<file path="config.mk">
export PLATFORM = sky130hd
export DESIGN_NAME = seg_frame_scheduler_flat
export DESIGN_NICKNAME = d
export VERILOG_FILES = /design/src/rtl/seg_frame_scheduler_if.sv /design/src/rtl/seg_frame_scheduler.sv /design/src/flat_wrapper.sv
export SDC_FILE = /design/constraint.sdc
export NUM_CORES = 1
export LEC_CHECK = 0
export BUFFER_PORTS_ARGS = -buffer_cell sky130_fd_sc_hd__buf_2
export CORE_MARGIN = 4
export CORE_UTILIZATION = 35
export CTS_BUF_LIST = sky130_fd_sc_hd__clkbuf_16
export CTS_CLUSTER_DIAMETER = 50
export DETAILED_ROUTE_END_ITERATION = 7
export PLACE_DENSITY = 0.64
export SYNTH_ARGS = -nofsm -noshare
export SYNTH_HDL_FRONTEND = slang
export SYNTH_SLANG_ARGS = --single-unit
</file>
<file path="constraint.sdc">
create_clock -name clk -period 2 [get_ports clk]
set_input_delay 0.2 -clock clk [delete_from_list [all_inputs] [get_ports clk]]
set_output_delay 0.2 -clock clk [all_outputs]
set_load 0.005 [all_outputs]
</file>
<file path="src/rtl/seg_frame_scheduler_if.sv">
// Producer-side frame offers and the held-frame outputs toward the display scanner.
interface seg_frame_scheduler_if #(
  parameter int N_REQ = 3
);
  logic [N_REQ-1:0]    req_valid;
  logic [N_REQ*32-1:0] req_data;
  logic [N_REQ-1:0]    req_ready;
  logic                clear;
  logic [31:0]         frame_out;
  logic                frame_valid;
  logic                frame_load;
  logic [N_REQ-1:0]    owner;

  modport master (
    output req_valid, req_data, clear,
    input  req_ready, frame_out, frame_valid, frame_load, owner
  );

  modport slave (
    input  req_valid, req_data, clear,
    output req_ready, frame_out, frame_valid, frame_load, owner
  );
endinterface

</file>
<file path="src/rtl/seg_frame_scheduler.sv">
// Purpose: round-robin share of the 8-digit display among N_REQ frame producers.
// Latency: request in IDLE -> ready next cycle -> frame visible the cycle after.
// Backpressure: one one-hot ready pulse per frame, at most every HOLD_CYC+1 cycles.
module seg_frame_scheduler #(
  parameter int N_REQ    = 3,
  parameter int HOLD_CYC = 20
) (
  input  logic                 clk,
  input  logic                 rst,
  seg_frame_scheduler_if.slave bus
);
  localparam int IW = (N_REQ > 1) ? $clog2(N_REQ) : 1;
  localparam int CW = $clog2(HOLD_CYC + 1);
  localparam logic [CW-1:0] HOLD_MAX = CW'(HOLD_CYC - 1);

  typedef enum logic [1:0] {
    IDLE  = 2'd0,
    GRANT = 2'd1,
    SHOW  = 2'd2
  } state_t;

  state_t           state;
  logic [IW-1:0]    ptr;
  logic [IW-1:0]    grant_idx;
  logic [N_REQ-1:0] grant_oh;
  logic [CW-1:0]    hold_cnt;
  logic [IW-1:0]    pick_idx;
  logic             pick_any;
  logic [31:0]      frame_sel;
  logic [IW-1:0]    next_ptr;

  // Scan from the farthest offset down so the requester nearest ptr wins.
  always_comb begin
    pick_idx = '0;
    pick_any = 1'b0;
    for (int k = N_REQ - 1; k >= 0; k--) begin
      for (int j = 0; j < N_REQ; j++) begin
        if ((j == (int'(ptr) + k) % N_REQ) && bus.req_valid[j]) begin
          pick_idx = IW'(j);
          pick_any = 1'b1;
        end
      end
    end
  end

  always_comb begin
    frame_sel = '0;
    for (int k = 0; k < N_REQ; k++) begin
      if (grant_idx == IW'(k)) frame_sel = bus.req_data[32*k +: 32];
    end
  end

  assign next_ptr = (grant_idx == IW'(N_REQ - 1)) ? '0 : grant_idx + 1'b1;

  // grant_oh is only non-zero in GRANT; clear or reset withdraws the offer so no transfer happens.
  assign bus.req_ready = grant_oh & {N_REQ{~bus.clear & ~rst}};

  always_ff @(posedge clk) begin
    if (rst) begin
      state           <= IDLE;
      ptr             <= '0;
      grant_idx       <= '0;
      grant_oh        <= '0;
      hold_cnt        <= '0;
      bus.frame_out   <= '0;
      bus.frame_valid <= 1'b0;
      bus.frame_load  <= 1'b0;
      bus.owner       <= '0;
    end else if (bus.clear) begin
      state           <= IDLE;
      grant_oh        <= '0;
      hold_cnt        <= '0;
      bus.frame_valid <= 1'b0;
      bus.frame_load  <= 1'b0;
      bus.owner       <= '0;
    end else begin
      case (state)
        IDLE: begin
          if (pick_any) begin
            grant_idx <= pick_idx;
            grant_oh  <= N_REQ'(1) << pick_idx;
            state     <= GRANT;
          end
        end
        GRANT: begin
          bus.frame_out   <= frame_sel;
          bus.owner       <= grant_oh;
          bus.frame_load  <= 1'b1;
          bus.frame_valid <= 1'b1;
          hold_cnt        <= '0;
          ptr             <= next_ptr;
          grant_oh        <= '0;
          state           <= SHOW;
        end
        SHOW: begin
          bus.frame_load <= 1'b0;
          if (hold_cnt != HOLD_MAX) begin
            hold_cnt <= hold_cnt + 1'b1;
          end else if (pick_any) begin
            grant_idx <= pick_idx;
            grant_oh  <= N_REQ'(1) << pick_idx;
            state     <= GRANT;
          end
        end
        default: state <= IDLE;
      endcase
    end
  end
endmodule

</file>
<file path="src/flat_wrapper.sv">
// flat-port wrapper written by rule: the top's interface ports become plain ports
module seg_frame_scheduler_flat 
#(
  parameter int N_REQ    = 3,
  parameter int HOLD_CYC = 20
)
  (clk, rst, bus_req_valid, bus_req_data, bus_clear, bus_req_ready, bus_frame_out, bus_frame_valid, bus_frame_load, bus_owner);
  seg_frame_scheduler_if #(.N_REQ(N_REQ)) bus_i ();
  input  logic clk;
  input  logic rst;
  input wire logic [$bits(bus_i.req_valid)-1:0] bus_req_valid;
  input wire logic [$bits(bus_i.req_data)-1:0] bus_req_data;
  input wire logic [$bits(bus_i.clear)-1:0] bus_clear;
  output wire logic [$bits(bus_i.req_ready)-1:0] bus_req_ready;
  output wire logic [$bits(bus_i.frame_out)-1:0] bus_frame_out;
  output wire logic [$bits(bus_i.frame_valid)-1:0] bus_frame_valid;
  output wire logic [$bits(bus_i.frame_load)-1:0] bus_frame_load;
  output wire logic [$bits(bus_i.owner)-1:0] bus_owner;
  assign bus_i.req_valid = bus_req_valid;
  assign bus_i.req_data = bus_req_data;
  assign bus_i.clear = bus_clear;
  assign bus_req_ready = bus_i.req_ready;
  assign bus_frame_out = bus_i.frame_out;
  assign bus_frame_valid = bus_i.frame_valid;
  assign bus_frame_load = bus_i.frame_load;
  assign bus_owner = bus_i.owner;
  seg_frame_scheduler #(.N_REQ(N_REQ), .HOLD_CYC(HOLD_CYC)) u_core (.clk(clk), .rst(rst), .bus(bus_i));
endmodule
</file>
==> out/metrics.csv, run 1 <==
metric;value;unit
outcome;completed;
path_delay_family;compound AO/OA/AOI/OAI gates;
core.rowCount;31;
r2r_cells;6;
synth_top_area_frac;0.376;
routed.top_layer;met4;
synth_edf_count;0;
clk_pin_slew;0.07;ns
synth_cell_types;38;
cts_setup_buffers;0;
cp.required;2.23;ns
power_leakage;1.61;nW
peakVddDrop;0.000317;V
wirelength;7780;µm
first_iter_violations;37;
place_congestion;0.748;
cts_tree;done;
hold_violations;0;
yosys-top-cells-count;nor2_1, dfxtp_1, mux2i_1, nor3_1, a211oi_1;
pre_cts_slack;0.249;ns
core;0.00741;mm²
cts_root_buf;clkbuf_16;
p_comb_frac;0.183;
yosysWarnings;0;
die-height;96.1;µm
drv_cap;0;
critPathMaxStageDelay;0.36;ns
setup_viol;0;
startpoint_type;register;
finish.utilization;0.496;
grt_max_degree;36;
relSlewSlack;0.505;
clock-sinks;51;
ys_async_sr_fraction;0;
hold_path_depth;3;
power.share.sequential;0.461;
portBuffers;141;
holdWs;0.192;ns
die-area;0.00923;mm²
drive_above_1_share;0.373;
swShare;0.262;
grt_use_total;0.169;
ctsResizeCount;0;
netlist_instances;327;
start_util;0.366;
power_density;642;mW/mm²
chipWidth;96.1;µm
dp_hpwl;6100;µm
rsz0062_at_grt;no;
flow.area_growth_from_synthesis;35.3;%
cts_buffers;5;
worstSetupPathDepth;6;
slowest_stage;dfxtp_1;
clk_latency;0.29;ns
worst-path-buf-inv;1;
h-tree-depth;2;
fin_nets;569;
worstPathCellList;inv_1, ha_1, o21ba_2, o21ai_0, nor4b_1, mux2_2;
met2RoutedLength;3790;µm
yosys-top-cells-area;dfxtp_1, mux2i_1, nor2_1;
skew;0.00663;ns
ant_nets;0;
final.setup.tns;0;ns
postCtsHoldBufs;0;
wl_per_cell;13.9;µm
synthFlopType;dfxtp_1;
routed-wl-met3;667;µm
dp_cells;552;
crit_arrival;2.03;ns
first_pass_iters;4;
syn_avg_cell_area;8.30;µm²
overflow;0;
synth_seq_area_share;0.376;
routed_via_density;4.90;
yosysTopAreaCell;dfxtp_1;
p_int;0.00174;W
yosysMostFrequentCell;nor2_1;
syn_area;0.00272;mm²
crit_type;register to register;
first_global_vias;2595;
cts.path.max_buffers;2;
hold_path.class;input port to register;
antenna_cells;0;
switching_power;0.000618;W
drc_errors;0;
fin_crit;1.79;ns
period_share;0.897;
worstPathMaxFanout;4;
cp-end-kind;register;
synth.ff_latch_count;51;
antenna_found_initial;0;
worst_slew_pin_slew;0.739;ns
max_freq;0.557;GHz
fin_cells;560;
grt_first_pass_wirelength;12400;µm
wl_met1;3260;µm
synth_nets;436;
slew_viol_final;0;
power_frac_clock;0.356;
fin_ws;0.205;ns
num_io_pins;142;
vias;2744;
cells in the final DEF (no fill, tap or decap), types with 2 or more instances in the layout:
cell,n
or2_2,2
o21ai_0,2
nand2b_1,3
dfxtp_1,50
clkbuf_16,5
and2_1,3
clkinv_4,2
ha_1,7
mux2i_1,38
nor2_1,79
nand2_1,7
inv_1,6
mux2_2,3
buf_4,12
nand3_1,3
nor2b_2,2
a211oi_1,33
a21oi_1,9
buf_2,141
nor3_1,35
state kept, by name (all words and copies together), names as in the netlist:
name,count
u_core.bus.frame_out,32
u_core.hold_cnt,5
u_core.bus.owner,3
u_core.grant_oh,3
u_core.grant_idx,2
u_core.ptr,2
u_core.state,2
u_core.bus.frame_load,1
u_core.bus.frame_valid,1
area by class of cell:
type | instances | area, µm²
fill | 741 | 3740
multi-input combinational | 244 | 1570
sequential | 51 | 1020
timing repair buffer | 153 | 796
clock buffer | 5 | 125
tap | 99 | 124
clock inverter | 3 | 21.3
inverter | 5 | 18.8
path summary, 6_finish.rpt:
path                          start                       to  slack [ns]
max reg2reg           u_core.ptr[0]       u_core.grant_oh[0]        0.21
min                bus_req_data[65]  u_core.bus.frame_out[1]        0.19
max                   u_core.ptr[0]       u_core.grant_oh[0]        0.21
min reg2reg  u_core.bus.frame_valid   u_core.bus.frame_valid        0.48
worst register-to-register path, delay by kind of cell, from the launching register on:
family          cells  cell delay [ns]
buf+inv             1             0.05
flops               1             0.36
mux                 1             0.21
compound gates      2             0.48
fa+ha+maj           1             0.34
simple gates        1             0.29
power by group through the flow:
stage / registers (W) / logic, W / clock network (W)
final: 0.00109 / 0.000432 / 0.000839
after global routing: 0.00109 / 0.000489 / 0.000914
after CTS: 0.00109 / 0.000439 / 0.000869
after detailed placement: 0.00111 / 0.000438 / 0
after global placement: 0.00111 / 0.000432 / 0
after floorplan: 0.00111 / 0.000239 / 0
layer usage:
layer / track usage / vias up
met5: 0 / -
li1: - / 1419
met2: 0.270 / 93
met4: 0.0427 / 0
met1: 0.218 / 1226
met3: 0.0579 / 6
stage by stage:
step	cell area, µm²	total power, W
floorplan	2720	0.00135
global placement	3530	0.00154
detailed placement	3530	0.00155
CTS	3670	0.00239
global route	3670	0.00249
finish	3670	0.00236
logic make-up (layout without fill, tap and decap cells):
logic type	Yosys count	after routing	share of synthesized area
AND/OR/NAND/NOR	140	140	0.235
flip-flops	51	51	0.376
adder cells (fa/ha/maj)	7	7	0.0323
buffers and inverters	32	166	0.0493
XOR/XNOR	1	1	0.00323
multiplexers	41	41	0.153
AO/OA/AOI/OAI	55	55	0.151
No activity file was read; power rests on OpenSTA's default activity.
==> run 2, diff against run 1 <==
--- a/config.mk
+++ b/config.mk
@@ -11,7 +11,7 @@
 export CTS_BUF_LIST = sky130_fd_sc_hd__clkbuf_16
 export CTS_CLUSTER_DIAMETER = 50
 export DETAILED_ROUTE_END_ITERATION = 7
-export PLACE_DENSITY = 0.64
+export PLACE_DENSITY = 0.62
 export SYNTH_ARGS = -nofsm -noshare
 export SYNTH_HDL_FRONTEND = slang
 export SYNTH_SLANG_ARGS = --single-unit
==> constraint.sdc (replaced) <==
create_clock -name clk -period 2.25 [get_ports clk]
set_input_delay 0.225 -clock clk [delete_from_list [all_inputs] [get_ports clk]]
set_output_delay 0.225 -clock clk [all_outputs]
set_load 0.005 [all_outputs]
==> run 2 against run 1 <==
  * Register-to-register slack improved by 0.19 ns
  * Power fell by 13%
  * Sequential share of layout area up 0.25 points
  * Global-route usage hardly changed
  * Utilization decreased by 0.44 points
  * Clock power down 17%
  * Wire length down 3.7%
  * Cell area fell by 0.89%
  * First-iteration DRC count increased by 38%
  * Largest power group unchanged
  * Highest routed layer unchanged
==> out/metrics.csv, run 2 (synthesis results as in run 1) <==
metric;value;unit
cts_root_buf;clkbuf_16;
relSlewSlack;0.548;
clock-sinks;51;
power_frac_clock;0.342;
worstPathMaxFanout;13;
ant_nets;0;
hold_violations;0;
grt_max_degree;37;
fin_ws;0.399;ns
largest_register;u_core.bus.frame_out;
num_io_pins;142;
swShare;0.252;
peakVddDrop;0.000312;V
clk_pin_slew;0.06;ns
final.setup.tns;0;ns
power_density;561;mW/mm²
setup_viol;0;
postCtsHoldBufs;0;
overflow;0;
first_global_vias;2710;
wl_per_cell;13.5;µm
worst_slew_pin_slew;0.675;ns
p_comb_frac;0.185;
grt_first_pass_wirelength;12300;µm
die-area;0.00923;mm²
p_int;0.00153;W
period_share;0.823;
ctsResizeCount;0;
die-height;96.1;µm
wirelength;7490;µm
min_to;u_core.bus.frame_out[10];
hold_path_depth;3;
antenna_found_initial;0;
cp-end-kind;register;
switching_power;0.000514;W
fin_nets;567;
outcome;completed;
drv_cap;0;
core.rowCount;31;
drc_errors;0;
core;0.00741;mm²
drive_above_1_share;0.368;
pre_cts_slack;0.420;ns
rr_startpoint;u_core.state[0];
routed_via_density;4.87;
start_util;0.366;
dp_hpwl;5830;µm
skew;0.00278;ns
r2r_end;u_core.grant_idx[1];
first_pass_iters;4;
min_from;bus_req_data[74];
hold_path.class;input port to register;
crit_type;register to register;
portBuffers;141;
clk_latency;0.28;ns
h-tree-depth;2;
fillers;727;
cts_buffers;5;
startpoint_type;register;
fin_crit;1.85;ns
r2r_setup_slack;0.40;ns
antenna_cells;0;
power.share.sequential;0.472;
crit_arrival;2.01;ns
worstPathCellList;inv_1, ha_1, o21bai_1, a2111oi_4, mux2i_1, nor2_1;
r2r_cells;6;
grt_use_total;0.169;
final_cell_mix;buf_2, nor2_1, dfxtp_1, mux2i_1, nor3_1;
flow.area_growth_from_synthesis;34.1;%
chipWidth;96.1;µm
first_iter_violations;51;
place_congestion;0.831;
critPathMaxStageDelay;0.44;ns
power_leakage;1.59;nW
slowest_stage;ha_1;
top_regs;u_core.bus.frame_out: 32 flops, u_core.hold_cnt: 5 flops;
final_common_cell;buf_2;
slew_viol_final;0;
cts.path.max_buffers;2;
cts_tree;done;
rsz0062_at_grt;no;
max_freq;0.540;GHz
cts_setup_buffers;0;
largest_reg_flops;32;
vias;2710;
cp.required;2.41;ns
run 2: cell types whose count changed in the layout (fill, tap and decap cells not counted):
cell,change
clkinv_4,-2
buf_4,-2
run 2: layout make-up:
type / count / area, µm² / area share
multi-input combinational: 244 / 1570 / 0.430
sequential: 51 / 1020 / 0.281
inverter: 5 / 18.8 / 0.00516
tap: 99 / 124 / 0.0340
timing repair buffer: 151 / 781 / 0.215
clock inverter: 1 / 3.75 / 0.00103
clock buffer: 5 / 125 / 0.0344
run 2: worst max-delay path by stage:
| stage | endpoint | startpoint | cells after the start | slack (ns) |
|---|---|---|---|---|
| 4_1_cts | u_core.grant_idx[0] | u_core.state[0] | 6 | 0.37 |
| 6_report | u_core.grant_idx[1] | u_core.state[0] | 6 | 0.40 |
| 3_5_place_dp | u_core.grant_idx[1] | u_core.state[0] | 6 | 0.42 |
| 3_3_place_gp | u_core.grant_idx[1] | u_core.state[0] | 6 | 0.46 |
| 5_1_grt | u_core.grant_idx[1] | u_core.state[0] | 6 | 0.20 |
| 2_1_floorplan | u_core.grant_oh[0] | u_core.ptr[0] | 6 | 0.39 |
run 2: power groups by stage:
stage / sequential (W) / clock [W] / combinational, W
2_1_floorplan: 0.000987 / 0 / 0.000212
3_3_place_gp: 0.000984 / 0 / 0.000382
3_5_place_dp: 0.000985 / 0 / 0.000385
4_1_cts: 0.000965 / 0.000727 / 0.000386
5_1_grt: 0.000970 / 0.000763 / 0.000431
6_report: 0.000965 / 0.000699 / 0.000378
run 2: metal layers:
metal / share of wire / global-route usage / vias to the layer above
met5: 0 / 0 / -
met4: 0.0076 / 0.0367 / 0
met3: 0.096 / 0.0539 / 5
met2: 0.48 / 0.288 / 97
met1: 0.42 / 0.209 / 1200
li1: - / - / 1408
run 2: stage by stage:
step / hold slack (ns) / total power [W] / area (µm²) / instances / utilization
5_1_grt: 0.223 / 0.00216 / 3640 / 556 / 0.491
2_1_floorplan: 0.403 / 0.00120 / 2720 / 327 / -
3_3_place_gp: 0.447 / 0.00137 / 3510 / 550 / 0.474
3_5_place_dp: 0.464 / 0.00137 / 3510 / 550 / 0.474
4_1_cts: 0.222 / 0.00208 / 3640 / 556 / 0.491
6_report: 0.220 / 0.00204 / 3640 / 556 / 0.491
run 2: critical path: cells and delay by family, from the launching register on:
family | cells | cell delay [ns]
AOI/OAI and AO/OA | 2 | 0.58
adders and majority gates | 1 | 0.44
DFF | 1 | 0.34
muxes | 1 | 0.22
buffers and inverters | 1 | 0.09
and+or+nand+nor | 1 | 0.05
==> run 3, diff against run 2 <==
--- a/config.mk
+++ b/config.mk
@@ -5,13 +5,14 @@
 export SDC_FILE = /design/constraint.sdc
 export NUM_CORES = 1
 export LEC_CHECK = 0
+export ABC_AREA = 1
 export BUFFER_PORTS_ARGS = -buffer_cell sky130_fd_sc_hd__buf_2
 export CORE_MARGIN = 4
 export CORE_UTILIZATION = 35
 export CTS_BUF_LIST = sky130_fd_sc_hd__clkbuf_16
 export CTS_CLUSTER_DIAMETER = 50
 export DETAILED_ROUTE_END_ITERATION = 7
-export PLACE_DENSITY = 0.62
+export PLACE_DENSITY = 0.64
 export SYNTH_ARGS = -nofsm -noshare
 export SYNTH_HDL_FRONTEND = slang
 export SYNTH_SLANG_ARGS = --single-unit
==> constraint.sdc (replaced) <==
create_clock -name clk -period 1.53 [get_ports clk]
set_input_delay 0.153 -clock clk [delete_from_list [all_inputs] [get_ports clk]]
set_output_delay 0.153 -clock clk [all_outputs]
set_load 0.005 [all_outputs]
==> run 3 against run 2 <==
  * Area after synthesis fell by 2.3%
  * Die area fell by 2.1%
  * Cell count rose by 12%
  * Utilization rose by 3.3 points
  * Synthesized cell count rose by 14%
  * Non-clock buffer count rose by 11
  * Clock power rose by 55%
  * Cell area rose by 5.1%
  * Sequential power rose by 49%
  * Sequential cell count did not move
  * Largest cell class unchanged
  * Largest power group unchanged
==> out/metrics.csv, run 3 <==
metric;value;unit
grt_first_pass_wirelength;13100;µm
fin_ws;0.0717;ns
slowest_stage;dfxtp_2;
antenna_found_initial;0;
grt_use_total;0.180;
worst_slew_pin_slew;0.312;ns
path_delay_family;buffers and inverters;
setup_viol;0;
max_freq;0.686;GHz
slew_viol_final;0;
largest_register;u_core.bus.frame_out;
crit_type;register to register;
worstPathMaxFanout;21;
wirelength;8590;µm
first_global_vias;2969;
start_util;0.364;
netlist_instances;373;
core;0.00729;mm²
design_area;0.00382;mm²
drive_above_1_share;0.383;
syn_avg_cell_area;7.11;µm²
antenna_cells;0;
yosysMostFrequentCell;nand2_1;
die-height;95.1;µm
overflow;0;
synth_seq_area_share;0.385;
synth.ff_latch_count;51;
synth_nets;482;
clock-sinks;51;
skew;0.00552;ns
final_common_cell;buf_2;
hold_violations;0;
core.rowCount;31;
yosys-top-cells-area;dfxtp_1, nand2_1, a41oi_1;
yosysWarnings;0;
relSlewSlack;0.791;
period_share;0.953;
ys_async_sr_fraction;0;
first_pass_iters;4;
drv_cap;0;
cts_root_buf;clkbuf_16;
die-area;0.00904;mm²
fin_crit;1.46;ns
startpoint_type;register;
yosys-top-cells-count;nand2_1, dfxtp_1, nand3_1, o21ai_0, nor2_1;
routed_via_density;5.00;
syn_area;0.00265;mm²
critPathMaxStageDelay;0.34;ns
first_iter_violations;81;
drc_errors;0;
flow.area_growth_from_synthesis;44.2;%
h-tree-depth;2;
final_cell_mix;buf_2, nand2_1, dfxtp_1, nand3_1, o21ai_0;
dp_hpwl;6210;µm
clk_pin_slew;0.07;ns
wl_per_cell;13.8;µm
num_io_pins;142;
worst-path-buf-inv;4;
cts_tree;done;
portBuffers;141;
worstPathCellList;inv_1, ha_2, inv_2, nor2_4, buf_6, clkbuf_16, o21ai_0, a41oi_1;
dp_cells;606;
hold_path.class;input port to register;
ant_nets;0;
outcome;completed;
fin_nets;630;
postCtsHoldBufs;0;
top_regs;u_core.bus.frame_out: 32 flops, u_core.hold_cnt: 5 flops;
vias;3102;
pre_cts_slack;0.00811;ns
finish.utilization;0.524;
power_density;857;mW/mm²
cts_buffers;5;
fin_cells;621;
crit_arrival;1.67;ns
peakVddDrop;0.000440;V
largest_reg_flops;32;
cp-end-kind;register;
place_congestion;0.776;
holdWs;0.121;ns
synth_cell_types;20;
place_area;0.00353;mm²
synth_edf_count;0;
chipWidth;95.1;µm
power_leakage;1.75;nW
synthFlopType;dfxtp_1;
cts.path.max_buffers;2;
grt_max_degree;43;
synth_top_area_frac;0.385;
clk_latency;0.29;ns
cp.required;1.74;ns
yosysTopAreaCell;dfxtp_1;
-- run 3: cell types whose count changed after synthesis, moves of 5 or more --
cell | previous run | this run
inv_2 | 0 | 5
a21oi_1 | 9 | 20
clkbuf_1 | 17 | 5
inv_1 | 5 | 18
a41oi_1 | 0 | 23
nand3_1 | 3 | 37
nor3_1 | 35 | 0
nor2_1 | 79 | 27
o21ai_0 | 2 | 29
a211oi_1 | 33 | 2
nand2_1 | 7 | 117
mux2i_1 | 38 | 0
-- run 3: kinds of logic after synthesis --
family / share of synthesized area
flops: 0.385
compound gates: 0.210
simple gates: 0.298
buf+inv: 0.0741
fa+ha+maj: 0.0330
-- run 3: stage by stage --
step | total power [W] | setup TNS, ns
4_1_cts | 0.00327 | 0
5_1_grt | 0.00345 | -0.121
6_report | 0.00328 | 0
2_1_floorplan | 0.00184 | 0
3_3_place_gp | 0.00217 | 0
3_5_place_dp | 0.00217 | 0
-- run 3: path summary, 6_finish.rpt --
kind	from	endpoint	slack (ns)	depth (start not counted)
max reg2reg	u_core.state[1]	u_core.bus.frame_out[13]	0.07	8
min reg2reg	u_core.bus.frame_valid	u_core.bus.frame_valid	0.47	2
max	u_core.state[1]	u_core.bus.frame_out[13]	0.07	8
min	bus_req_data[71]	u_core.bus.frame_out[7]	0.12	3
-- run 3: layer usage --
metal	routed length (µm)	vias to the layer above	GRT usage
met4	96	0	0.0397
met1	3700	1419	0.217
met5	0	-	0
met2	4200	106	0.321
met3	602	7	0.0450
li1	-	1570	-
-- run 3: cell type report --
class / count / area, µm²
flip-flops and latches: 51 / 1020
clock buffers: 5 / 125
repair buffers: 162 / 956
multi-input cells: 278 / 1490
clock inverters: 3 / 15.0
inverters: 23 / 91.3
fillers: 786 / 3470
well taps: 99 / 124
-- run 3: timing repair --
action,4_1_cts,5_1_grt
gates resized for setup,1,25
cloned,0,2
endpoints found under the setup margin,3,22
setup buffers,0,5
pin swaps,0,4
-- run 3: power breakdown --
part | switching, W | total, W | internal [W]
logic | 0.000425 | 0.000757 | 0.000333
clock network | 0.000487 | 0.00108 | 0.000595
registers | 0.0000396 | 0.00144 | 0.00140
-- run 3: worst reg2reg max path: stages (launching register included) --
cell	delay, ns
dfxtp_2	0.34
inv_1	0.07
ha_2	0.18
inv_2	0.07
nor2_4	0.17
buf_6	0.13
clkbuf_16	0.17
o21ai_0	0.09
a41oi_1	0.17
